File: config.mk
export PLATFORM = sky130hd
export DESIGN_NAME = fetch_pc_unit
export DESIGN_NICKNAME = d
export VERILOG_FILES = /design/src/rtl/fetch_pc_unit.sv
export SDC_FILE = /design/constraint.sdc
export NUM_CORES = 1
export LEC_CHECK = 0
export ABC_CLOCK_PERIOD_IN_PS = 9060
export CORE_MARGIN = 2
export CORE_UTILIZATION = 30
export CTS_BUF_LIST = sky130_fd_sc_hd__clkbuf_2 sky130_fd_sc_hd__clkbuf_4 sky130_fd_sc_hd__clkbuf_8
export DETAILED_ROUTE_END_ITERATION = 16
export GPL_ROUTABILITY_DRIVEN = 0
export GPL_TIMING_DRIVEN = 0
export MAX_ROUTING_LAYER = met4
export PLACE_DENSITY = 0.5
export SETUP_SLACK_MARGIN = 0.2
export SYNTH_ARGS = -nofsm -noshare
export SYNTH_HDL_FRONTEND = slang
export SYNTH_SLANG_ARGS = --single-unit
File: constraint.sdc
create_clock -name clk -period 9.06 [get_ports clk]
set_input_delay 1.359 -clock clk [delete_from_list [all_inputs] [get_ports clk]]
set_output_delay 1.359 -clock clk [all_outputs]
set_load 0.05 [all_outputs]
File: src/rtl/fetch_pc_unit.sv
// Program counter owner and single-outstanding instruction fetcher with decode hand-off.
// Optional MISALIGN_TRAP_EN: misaligned redirect targets raise misalign_trap instead of redirecting.
module fetch_pc_unit #(
  parameter int unsigned     XLEN     = 32,
  parameter logic [XLEN-1:0] RESET_PC = '0
) (
  input  logic            clk,
  input  logic            rst,
  input  logic            branch,
  input  logic            jump,
  input  logic            jalr,
  input  logic [XLEN-1:0] ex_pc,
  input  logic [XLEN-1:0] imm,
  input  logic [XLEN-1:0] rs1,
  input  logic            stall,
  output logic            imem_req,
  output logic [XLEN-1:0] imem_addr,
  input  logic            imem_gnt,
  input  logic            imem_rvalid,
  input  logic [31:0]     imem_rdata,
  output logic            if_valid,
  output logic [31:0]     if_instr,
  output logic [XLEN-1:0] if_pc,
  input  logic            id_ready,
`ifdef MISALIGN_TRAP_EN
  output logic            misalign_trap,
  output logic [XLEN-1:0] misalign_addr,
`endif
  output logic            flush
);

  typedef enum logic [1:0] {S_IDLE, S_REQ, S_WAIT, S_HOLD} state_t;

  state_t          state_q;
  logic [XLEN-1:0] pc_q;
  logic            kill_q;
  logic            imem_req_q;
  logic [XLEN-1:0] imem_addr_q;
  logic            if_valid_q;
  logic [31:0]     if_instr_q;
  logic [XLEN-1:0] if_pc_q;
  logic            flush_q;

  logic [XLEN-1:0] sum_br;
  logic [XLEN-1:0] sum_jr;
  logic [XLEN-1:0] tgt_raw;
  logic [XLEN-1:0] tgt_d;
  logic            redir;
  logic            take_d;
  logic [XLEN-1:0] pc_inc;

`ifdef MISALIGN_TRAP_EN
  logic            misal_d;
  logic            misalign_trap_q;
  logic [XLEN-1:0] misalign_addr_q;
`endif

  always_comb begin
    sum_br  = ex_pc + imm;
    sum_jr  = rs1 + imm;
    tgt_raw = jalr ? (sum_jr & ~XLEN'(1)) : sum_br;
    redir   = branch | jump | jalr;
    pc_inc  = pc_q + XLEN'(4);
`ifdef MISALIGN_TRAP_EN
    misal_d = redir && (tgt_raw[1:0] != 2'b00);
    take_d  = redir && !misal_d;
    tgt_d   = tgt_raw;
`else
    take_d  = redir;
    tgt_d   = tgt_raw & ~XLEN'(3);
`endif
  end

  always_ff @(posedge clk or posedge rst) begin
    if (rst) begin
      state_q     <= S_IDLE;
      pc_q        <= RESET_PC;
      kill_q      <= 1'b0;
      imem_req_q  <= 1'b0;
      imem_addr_q <= RESET_PC;
      if_valid_q  <= 1'b0;
      if_instr_q  <= '0;
      if_pc_q     <= '0;
      flush_q     <= 1'b0;
`ifdef MISALIGN_TRAP_EN
      misalign_trap_q <= 1'b0;
      misalign_addr_q <= '0;
`endif
    end else begin
      flush_q <= 1'b0;
`ifdef MISALIGN_TRAP_EN
      misalign_trap_q <= misal_d;
      if (misal_d) misalign_addr_q <= tgt_raw;
`endif
      if (take_d) begin
        pc_q       <= tgt_d;
        flush_q    <= 1'b1;
        if_valid_q <= 1'b0;
        // A granted-but-unanswered request must have its response discarded; an
        // ungranted one can simply be retargeted.
        if ((state_q == S_REQ && imem_gnt) || (state_q == S_WAIT && !imem_rvalid)) begin
          state_q    <= S_WAIT;
          kill_q     <= 1'b1;
          imem_req_q <= 1'b0;
        end else begin
          state_q     <= S_REQ;
          kill_q      <= 1'b0;
          imem_req_q  <= 1'b1;
          imem_addr_q <= tgt_d;
        end
      end else begin
        unique case (state_q)
          S_IDLE: begin
            state_q     <= S_REQ;
            imem_req_q  <= 1'b1;
            imem_addr_q <= pc_q;
          end
          S_REQ: begin
            if (imem_gnt) begin
              state_q    <= S_WAIT;
              imem_req_q <= 1'b0;
            end
          end
          S_WAIT: begin
            if (imem_rvalid) begin
              if (kill_q) begin
                kill_q      <= 1'b0;
                state_q     <= S_REQ;
                imem_req_q  <= 1'b1;
                imem_addr_q <= pc_q;
              end else begin
                if_instr_q <= imem_rdata;
                if_pc_q    <= pc_q;
                pc_q       <= pc_inc;
                if_valid_q <= 1'b1;
                state_q    <= S_HOLD;
              end
            end
          end
          S_HOLD: begin
            if (id_ready && !stall) begin
              if_valid_q  <= 1'b0;
              state_q     <= S_REQ;
              imem_req_q  <= 1'b1;
              imem_addr_q <= pc_q;
            end
          end
          default: state_q <= S_IDLE;
        endcase
      end
    end
  end

  assign imem_req  = imem_req_q;
  assign imem_addr = imem_addr_q;
  assign if_valid  = if_valid_q;
  assign if_instr  = if_instr_q;
  assign if_pc     = if_pc_q;
  assign flush     = flush_q;
`ifdef MISALIGN_TRAP_EN
  assign misalign_trap = misalign_trap_q;
  assign misalign_addr = misalign_addr_q;
`endif

endmodule

After elaboration in Yosys (flattened, before gate mapping)
Cells that the tools add are included.

Register bits: 134. Input bits: 137. Output and inout port bits: 99. Word-level logic and storage cells: 79.

Add/subtract/negate cells: 3. Eq/ne operators: 10. Multiplexer cells: 35. Bitwise operators: 4. Reduce and logical (&&, ||, !) cells: 18.

Operators by type and width (number): $mux 32 (10); $pmux 32 s3 (1); $add 32x32->32 (2); $add 32x3->32 const B (1); $mux 1 (15); $ne 3x3->1 const B (5); $mux 2 (6); $reduce_and 4->1 (3); $pmux 2 s4 (1); $reduce_and 3->1 (2); $reduce_and 5->1 (1); $eq 2x2->1 const B (2); $pmux 1 s4 (1); $reduce_bool 2->1 (2); $reduce_bool 4->1 (1); $logic_and 1x1->1 (3); $reduce_bool 3->1 (1); $eq 2x1->1 const B (1); $logic_not 1->1 (2); $logic_not 2->1 (1); $ne 2x1->1 const B (1); $ne 2x2->1 const B (1); $not 1->1 (2); $or 1x1->1 (2); other kinds (3) (3).

Depth between registers and ports, before layout
Gate-level depths: netlist of the first run.

Word-level depth: 5. Depth in mapped cells: 10. Gate-level depth less buffers: 9.

Worst setup path before layout of the first run
OpenSTA, ideal clock, no wires.

Kind: input to register. Start: input imm[1]. End: register imem_addr_q[28] (netlist: imem_addr[28]). Library setup time: 82 ps. Arrival: 3540 ps. Data required time: 8978 ps. Path slack: 5438 ps. Cell stages on the path: 9. Buffers on the path: 0. Path through: ha_1 -> a31o_2 -> o221a_2 -> a211o_1 -> a31oi_2 -> o21bai_1 -> a211oi_1 -> mux2_2 -> a31oi_1.

Word-level cells in the longest chain between the ends: 4. Elaborated cells on any way between the ends: 5.

RTL lines: start, declared (RTL line 13) `input logic [XLEN-1:0] imm,`; $add 32x32->32, on equally long branches (RTL line 59, 60); $mux 32 (*) (RTL line 61) `tgt_raw = jalr ? (sum_jr & ~XLEN'(1)) : sum_br;`; $mux 32 (*) (RTL line 101) `if ((state_q == S_REQ && imem_gnt) || (state_q == S_WAIT && !imem_rvalid)) begin`; $mux 32 (*) (RTL line 95) `if (take_d) begin`; end signal, assigned (RTL line 109) `imem_addr_q <= tgt_d;`; end signal, assigned (RTL line 116) `imem_addr_q <= pc_q;`; end signal, assigned (RTL line 130) `imem_addr_q <= pc_q;`; end, declared (RTL line 38) `logic [XLEN-1:0] imem_addr_q;`.

Every way passes the cells marked *; elsewhere a longest branch is shown, timed or not. The select of a mux whose other input is x is not followed. A chain may end at the register's enable or synchronous reset.

Worst setup path after layout of the first run
Start: input imm[22]. End: register pc_q[23].

Word-level cells in the longest chain between the ends: 3. Elaborated cells on any way between the ends: 4.

RTL lines: $add 32x32->32, on equally long branches (RTL line 59, 60); $mux 32 (*) (RTL line 61); $mux 32 (*) (RTL line 95); end signal, assigned (RTL line 96) `pc_q <= tgt_d;`; end signal, assigned (RTL line 134) `pc_q <= pc_inc;`; end, declared (RTL line 35) `logic [XLEN-1:0] pc_q;`.

Every way passes the cells marked *; elsewhere a longest branch is shown, timed or not.

==> results.rst, run 1 <==
.. list-table::
   :header-rows: 1

   * - Metric
     - Value
   * - Outcome
     - completed
   * - Detail Route Antenna Nets
     - 0
   * - Synth-to-Final Area Change
     - 34.5%
   * - Gate Count Post-Synth
     - 1069
   * - Sequential cell area fraction in the yosys report
     - 33.6%
   * - Avg Inst Size Synth
     - 8.91 µm²
   * - Violation count after the first detailed-route iteration
     - 657
   * - Required time at the worst-slack endpoint
     - 9.39 ns
   * - Design Area, Final
     - 0.0128 mm²
   * - Cell count of the worst hold path
     - 2
   * - Depth of the worst register-to-register path
     - 7
   * - TritonCTS clock tree
     - yes
   * - # rows
     - 65
   * - Max-Cap Viols
     - 0
   * - Final layout net count
     - 1526
   * - Commonest cells after routing, fill and taps aside
     - sky130_fd_sc_hd__clkdlybuf4s50_1 (231), sky130_fd_sc_hd__dfrtp_1 (128), sky130_fd_sc_hd__nand2_1 (104)
   * - Deepest level of the CTS H-tree
     - 4
   * - Type of origin of the critical path
     - input port
   * - Top-level port count
     - 236
   * - IO Port Bufs
     - 231
   * - Class of the tightest hold or removal check
     - reg2reg
   * - Most frequent standard cell in the layout excluding fill and tap cells
     - sky130_fd_sc_hd__clkdlybuf4s50_1
   * - Busiest layer in global routing
     - met2
   * - Critical R2R Capture
     - if_pc[16]$_DFFE_PP0P_
   * - Number of max-slew violations in the final report
     - 0
   * - Transition time of the tightest slew-check pin
     - 0.768 ns
   * - Total vias in the final route
     - 9354
   * - Hold_buf cts
     - 0
   * - Cell area after placement
     - 0.0124 mm²
   * - Worst min-delay path startpoint
     - imem_addr[6]$_DFFE_PP0P_
   * - Average vias per placed instance
     - 5.38
   * - Highest ir drop seen on vdd
     - 154 µV
   * - Max Root-Sink Buffers
     - 2
   * - Fraction of final layout cells with drive strength greater than 1
     - 11.5%
   * - Routing usage on met1
     - 28.6%
   * - Effective utilization at floorplan
     - 30.4%
   * - TNS Setup
     - 0 ns
   * - Yosys warning count
     - 0
   * - Fraction of met3 tracks used by global routing
     - 3.39%
   * - Internal reg-to-reg setup slack
     - 6.08 ns
   * - Largest clock skew in the final design
     - 0.0147 ns
   * - Area enclosed by the die boundary
     - 0.0332 mm²
   * - GRT Resource Usage Total
     - 21.1%
   * - Ys async rst share
     - 100%
   * - Post-route DRC violation count
     - 0
   * - CORE AREA
     - 0.0314 mm²
   * - Number of resized instances in the post-cts repair step
     - 0
   * - Maximum fanout along the worst path
     - 9
   * - Fin crit share
     - 45.4%
   * - Critical Path End Type
     - flop
   * - Largest net degree at the start of global routing
     - 93
   * - Placed wire-length estimate
     - 26900 µm
   * - Clock transition at the register clock pins on the worst setup and hold paths after CTS
     - 0.09 ns
   * - Top cell type's share of synthesized area
     - 33.6%
   * - Initial antenna violation count
     - 0
   * - Power per standard cell area
     - 244 mW/mm²
   * - Global route total overflow
     - 0
   * - Buffer count from post-CTS setup fixing
     - 0
   * - Hold path endpoint
     - imem_addr[6]$_DFFE_PP0P_
   * - Detailed Routing Iterations Pass 1
     - 6
   * - Cell Area, Synth
     - 0.00953 mm²
   * - Vertical die dimension
     - 182 µm
   * - Number of antenna diodes
     - 0
   * - Final setup viols
     - 0
   * - Arrival time at the worst endpoint
     - 4.45 ns
   * - Clock latency on the worst-skew pair
     - 0.45 ns
   * - Minimum clock period after layout
     - 4.12 ns
   * - Number of distinct library cells after synthesis
     - 91
   * - Cell type with the largest total area after synthesis
     - sky130_fd_sc_hd__dfrtp_1
   * - Top achievable clock speed
     - 0.243 GHz
   * - Leakage power
     - 5.48 nW
   * - Main synth FF type
     - sky130_fd_sc_hd__dfrtp_1
   * - Final wirelength
     - 34100 µm
   * - Post-synthesis sequential element count
     - 128
   * - Critical path class
     - in2reg
   * - Wire length of the first global-routing pass
     - 53000 µm
   * - Reg-to-reg startpoint
     - state_q[0]$_DFFE_PP0P_
   * - Width of the die
     - 182 µm
   * - Clock sink count
     - 128
   * - Setup repair after global routing missed its margin
     - false
   * - Final hold violations
     - 0
   * - Root buffer cell
     - sky130_fd_sc_hd__clkbuf_8
   * - Number of enable flip-flop cells after synthesis
     - 0
   * - Met2 track demand over resource in global routing
     - 33.0%
   * - Cts bufs inserted
     - 17
   * - Worst slew margin relative to its limit
     - 48.6%
   * - Wire length per cell
     - 19.6 µm
   * - Number of global-route vias before repair
     - 9101
   * - Biggest area contributors in the synthesized netlist
     - sky130_fd_sc_hd__dfrtp_1 (34%), sky130_fd_sc_hd__ha_1 (8.7%), sky130_fd_sc_hd__mux2_2 (7.8%)
sequential cells by signal (all words and copies together), names as in the netlist:
| name | count |
|---|---|
| imem_addr | 30 |
| state_q | 2 |
| flush | 1 |
| if_valid | 1 |
| kill_q | 1 |
| if_instr | 32 |
| if_pc | 30 |
| pc_q | 30 |
| imem_req | 1 |
metal layers:
layer  wire [µm]  part of all wire, %
met5           0                    0
met4         729                  2.1
met3        1430                  4.2
met2       15700                   46
met1       16200                   48
metrics by stage:
step                      cells  hold WS, ns  util (%)  power (mW)  setup slack [ns]
final                      1738        0.499      40.8        3.13              4.94
after global placement     1705        0.466      39.4        2.59              2.07
after CTS                  1738        0.495      40.8        3.15              4.96
after global routing       1738        0.514      40.8        3.30              4.78
after floorplan            1072        0.512         -        1.97              4.29
after detailed placement   1706        0.475      39.5        2.60              4.48
report_power, final:
group / total, mW / internal (mW) / leakage, nW / switching (mW)
Clock: 0.540 / 0.284 / 0.212 / 0.256
Sequential: 0.912 / 0.762 / 1.65 / 0.150
Combinational: 1.68 / 0.602 / 3.62 / 1.08
cell type report:
class	instances	area [µm²]
Buffer	55	288
Clock buffer	18	248
Sequential cell	128	3200
Tap cell	402	503
Multi-Input combinational cell	867	5970
Fill cell	3195	18600
Timing Repair Buffer	232	2340
Clock inverter	14	179
Inverter	22	87.6
worst max-delay path: stages:
cell and delay [ns]:
sky130_fd_sc_hd__clkdlybuf4s50_1 0.43, sky130_fd_sc_hd__ha_1 0.28, sky130_fd_sc_hd__clkbuf_1 0.37, sky130_fd_sc_hd__nand2_1 0.17
sky130_fd_sc_hd__o21ai_0 0.59, sky130_fd_sc_hd__nor2_1 0.15, sky130_fd_sc_hd__o211ai_1 0.27, sky130_fd_sc_hd__nand2_1 0.13
sky130_fd_sc_hd__xnor2_1 0.20, sky130_fd_sc_hd__a2111oi_2 0.42, sky130_fd_sc_hd__a211oi_2 0.08
cells by family (layout without fill, tap and decap cells):
family	after synthesis	after routing	share of synthesized area (%)
multiplexers	72	72	8.43
flip-flops	128	128	33.6
adder cells (fa/ha/maj)	66	66	8.67
AND/OR/NAND/NOR	326	326	16.1
AO/OA/AOI/OAI	355	355	25.2
buffers and inverters	77	341	3.89
XOR/XNOR	44	44	4.04
other	1	4	0.0394
cell usage after synthesis (all sizes together), types with 12 or more instances:
| master | n |
|---|---|
| inv | 22 |
| a211oi | 18 |
| nor2 | 95 |
| a21oi | 89 |
| mux2 | 66 |
| xor2 | 17 |
| o21a | 13 |
| a21o | 25 |
| and2 | 12 |
| dfrtp | 128 |
| o21bai | 13 |
| clkbuf | 28 |
| nand4 | 14 |
| and3 | 23 |
| nor3 | 13 |
| ha | 66 |
| a31oi | 41 |
| xnor2 | 27 |
| o21ai | 62 |
| nand2 | 105 |
| nand3 | 30 |
| buf | 25 |
how the worst max path moves through the flow:
stage / start / end / cells past startpoint
2_1_floorplan: rst / flush$_DFF_PP0_ / 1
3_3_place_gp: rst / if_pc[31]$_DFFE_PP0P_ / 2
3_5_place_dp: jalr / if_pc[16]$_DFFE_PP0P_ / 7
4_1_cts: jalr / if_pc[18]$_DFFE_PP0P_ / 7
5_1_grt: imm[6] / pc_q[28]$_DFFE_PP0P_ / 10
6_report: imm[22] / pc_q[23]$_DFFE_PP0P_ / 11
(Power assumes the default switching activity.)
==> run 2, diff against run 1 <==
--- a/config.mk
+++ b/config.mk
@@ -5,7 +5,7 @@
 export SDC_FILE = /design/constraint.sdc
 export NUM_CORES = 1
 export LEC_CHECK = 0
-export ABC_CLOCK_PERIOD_IN_PS = 9060
+export ABC_CLOCK_PERIOD_IN_PS = 3700
 export CORE_MARGIN = 2
 export CORE_UTILIZATION = 30
 export CTS_BUF_LIST = sky130_fd_sc_hd__clkbuf_2 sky130_fd_sc_hd__clkbuf_4 sky130_fd_sc_hd__clkbuf_8
@@ -13,7 +13,7 @@
 export GPL_ROUTABILITY_DRIVEN = 0
 export GPL_TIMING_DRIVEN = 0
 export MAX_ROUTING_LAYER = met4
-export PLACE_DENSITY = 0.5
+export PLACE_DENSITY = 0.52
 export SETUP_SLACK_MARGIN = 0.2
 export SYNTH_ARGS = -nofsm -noshare
 export SYNTH_HDL_FRONTEND = slang
==> constraint.sdc (replaced) <==
create_clock -name clk -period 3.7 [get_ports clk]
set_input_delay 0.555 -clock clk [delete_from_list [all_inputs] [get_ports clk]]
set_output_delay 0.555 -clock clk [all_outputs]
set_load 0.05 [all_outputs]
==> run 2 against run 1 <==
Clock skew is 0.0019 ns lower; clock power grew to 2.5 times the previous value; design area rose by 0.74%; count of clock-buffer cells in the layout grew 1; hold slack worse by 0.012 ns; sequential cell count is the same; die area unchanged; register-to-register slack got worse by 5.3 ns; critical endpoint unchanged; largest cell class unchanged; highest routed layer unchanged.
==> results.rst, run 2 (same netlist as run 1, synthesis figures left out) <==
.. list-table::
   :header-rows: 1

   * - Metric
     - Value
   * - Detail Route Antenna Nets
     - 0 (unchanged)
   * - Largest net degree at the start of global routing
     - 33 (-65%)
   * - Outcome
     - completed
   * - Leakage power
     - 5.53 nW (+0.89%)
   * - Average vias per placed instance
     - 5.38 (about the same)
   * - Buffer count from post-CTS setup fixing
     - 0 (unchanged)
   * - Clock sink count
     - 128 (unchanged)
   * - Max-Cap Viols
     - 0 (unchanged)
   * - Synth-to-Final Area Change
     - 35.5%
   * - Effective utilization at floorplan
     - 30.4% (unchanged)
   * - Total power
     - 7.72 mW (+150%)
   * - Cell area after placement
     - 0.0125 mm² (+0.54%)
   * - GRT Resource Usage Total
     - 20.9% (-0.23 points)
   * - Minimum clock period after layout
     - 3.29 ns
   * - Highest ir drop seen on vdd
     - 361 µV (+130%)
   * - Final layout net count
     - 1529 (+0.20%)
   * - Power per standard cell area
     - 598 mW/mm² (+140%)
   * - Number of antenna diodes
     - 0 (unchanged)
   * - Required time at the worst-slack endpoint
     - 4.02 ns (-5.37 ns)
   * - Post-route DRC violation count
     - 0 (unchanged)
   * - Fillcell total
     - 3208 (+0.41%)
   * - Vertical die dimension
     - 182 µm (unchanged)
   * - Maximum fanout along the worst path
     - 9 (unchanged)
   * - CORE AREA
     - 0.0314 mm² (unchanged)
   * - IO Port Bufs
     - 231 (unchanged)
   * - Setup repair after global routing missed its margin
     - false
   * - Clock transition at the register clock pins on the worst setup and hold paths after CTS
     - 0.07 ns (-0.02 ns)
   * - Count of placed standard cells including taps
     - 1709 (+0.18%)
   * - Violation count after the first detailed-route iteration
     - 763 (+16%)
   * - Max Root-Sink Buffers
     - 2 (unchanged)
   * - Number of global-route vias before repair
     - 9131 (+0.33%)
   * - Final setup viols
     - 0 (unchanged)
   * - Global route total overflow
     - 0 (unchanged)
   * - Critical path class
     - in2reg
   * - Placed wire-length estimate
     - 27100 µm (+0.48%)
   * - FF/Latch Area
     - 0.00320 mm² (unchanged)
   * - Commonest cells after routing, fill and taps aside
     - sky130_fd_sc_hd__clkdlybuf4s50_1 (231), sky130_fd_sc_hd__dfrtp_1 (128), sky130_fd_sc_hd__nand2_1 (104)
   * - Final hold violations
     - 0 (unchanged)
   * - Root buffer cell
     - sky130_fd_sc_hd__clkbuf_8
   * - Initial antenna violation count
     - 0 (unchanged)
   * - Area enclosed by the die boundary
     - 0.0332 mm² (unchanged)
   * - TritonCTS clock tree
     - yes
   * - Type of origin of the critical path
     - input port
   * - Arrival time at the worst endpoint
     - 3.61 ns (-0.84 ns)
   * - Worst slew margin relative to its limit
     - 48.1% (-0.46 points)
   * - Fraction of final layout cells with drive strength greater than 1
     - 11.8% (+0.27 points)
   * - Cts bufs inserted
     - 17 (unchanged)
   * - Flip-flop count of the largest register after layout
     - 32 (unchanged)
   * - Combined area of the multi-input logic cells
     - 0.00598 mm² (+0.17%)
   * - Clock latency on the worst-skew pair
     - 0.45 ns (about the same)
   * - Hold_buf cts
     - 0 (unchanged)
   * - Deepest level of the CTS H-tree
     - 4 (unchanged)
   * - Detailed Routing Iterations Pass 1
     - 5 (-1)
   * - Wire length per cell
     - 19.4 µm (-1.1%)
   * - Transition time of the tightest slew-check pin
     - 0.772 ns (+0.00383 ns)
   * - Most frequent standard cell in the layout excluding fill and tap cells
     - sky130_fd_sc_hd__clkdlybuf4s50_1
   * - Width of the die
     - 182 µm (unchanged)
   * - Final wirelength
     - 33800 µm (-0.97%)
   * - Top achievable clock speed
     - 0.304 GHz
   * - Count of non-filler cells in the finished layout
     - 1741 (+0.17%)
   * - Class of the tightest hold or removal check
     - reg2reg
   * - Top-level port count
     - 236 (unchanged)
   * - Design Area, Final
     - 0.0129 mm² (+0.74%)
   * - Largest clock skew in the final design
     - 0.0129 ns (-0.00186 ns)
   * - Wire length of the first global-routing pass
     - 52600 µm (-0.86%)
   * - Number of max-slew violations in the final report
     - 0 (unchanged)
   * - # rows
     - 65 (unchanged)
   * - Total vias in the final route
     - 9372 (+0.19%)
   * - Fin crit share
     - 88.9%
   * - Critical Path End Type
     - flop
-- run 2: stage by stage --
stage,setup WS [ns],util [%],hold slack (ns),setup TNS [ns]
3_5_place_dp,-0.0371,39.7,0.478,-0.276
4_1_cts,0.428,41.1,0.495,0
6_report,0.412,41.1,0.487,0
2_1_floorplan,0.882,-,0.512,0
5_1_grt,0.233,41.1,0.523,0
3_3_place_gp,-0.0762,39.4,0.467,-2.10
-- run 2: worst max-delay path, stage by stage --
cell	delay [ns]
sky130_fd_sc_hd__clkdlybuf4s50_1	0.43
sky130_fd_sc_hd__ha_1	0.28
sky130_fd_sc_hd__clkbuf_1	0.36
sky130_fd_sc_hd__nand2_1	0.16
sky130_fd_sc_hd__o21ai_0	0.54
sky130_fd_sc_hd__nor2_1	0.15
sky130_fd_sc_hd__o211ai_1	0.29
sky130_fd_sc_hd__nand2_1	0.14
sky130_fd_sc_hd__xnor2_1	0.21
sky130_fd_sc_hd__a2111oi_2	0.41
sky130_fd_sc_hd__a211oi_2	0.08
-- run 2: cell type report --
cell class | count | share of cell area, %
clock buffers | 19 | 2.03
flip-flops and latches | 128 | 24.8
plain buffers | 55 | 2.23
well taps | 402 | 3.90
repair buffers | 235 | 18.6
inverters | 22 | 0.669
clock inverters | 13 | 1.42
multi-input cells | 867 | 46.3
-- run 2: final timing paths --
check	from	end	slack (ns)	depth (start not counted)
worst max-delay path	imm[22]	pc_q[23]$_DFFE_PP0P_	0.41	11
worst min-delay path	imem_addr[4]$_DFFE_PP0P_	imem_addr[4]$_DFFE_PP0P_	0.49	2
worst max register to register	state_q[0]$_DFFE_PP0P_	if_pc[15]$_DFFE_PP0P_	0.80	7
worst min register to register	imem_addr[4]$_DFFE_PP0P_	imem_addr[4]$_DFFE_PP0P_	0.49	2
max in group asynchronous	rst	if_pc[26]$_DFFE_PP0P_	2.15	5
min in group asynchronous	rst	if_instr[16]$_DFFE_PP0P_	0.59	2
-- run 2: power breakdown --
part           switching, mW  leakage, nW  internal, mW
clock network          0.594        0.230         0.771
logic                   2.64         3.65          1.48
registers              0.369         1.65          1.87
total                   3.60         5.53          4.12
-- run 2: per-layer routing --
metal | wire length (µm) | track usage [%] | vias to the layer above
met2 | 15400 | 32.6 | 327
met3 | 1910 | 3.01 | 45
met1 | 15500 | 28.3 | 4490
li1 | - | - | 4510
met4 | 920 | 5.97 | 0
met5 | 0 | - | -
-- run 2: timing repair --
item | 4_1_cts | 5_1_grt
endpoints found under the setup margin | 0 | 12
resized for setup | 0 | 2
endpoints found under the hold margin | 0 | 0
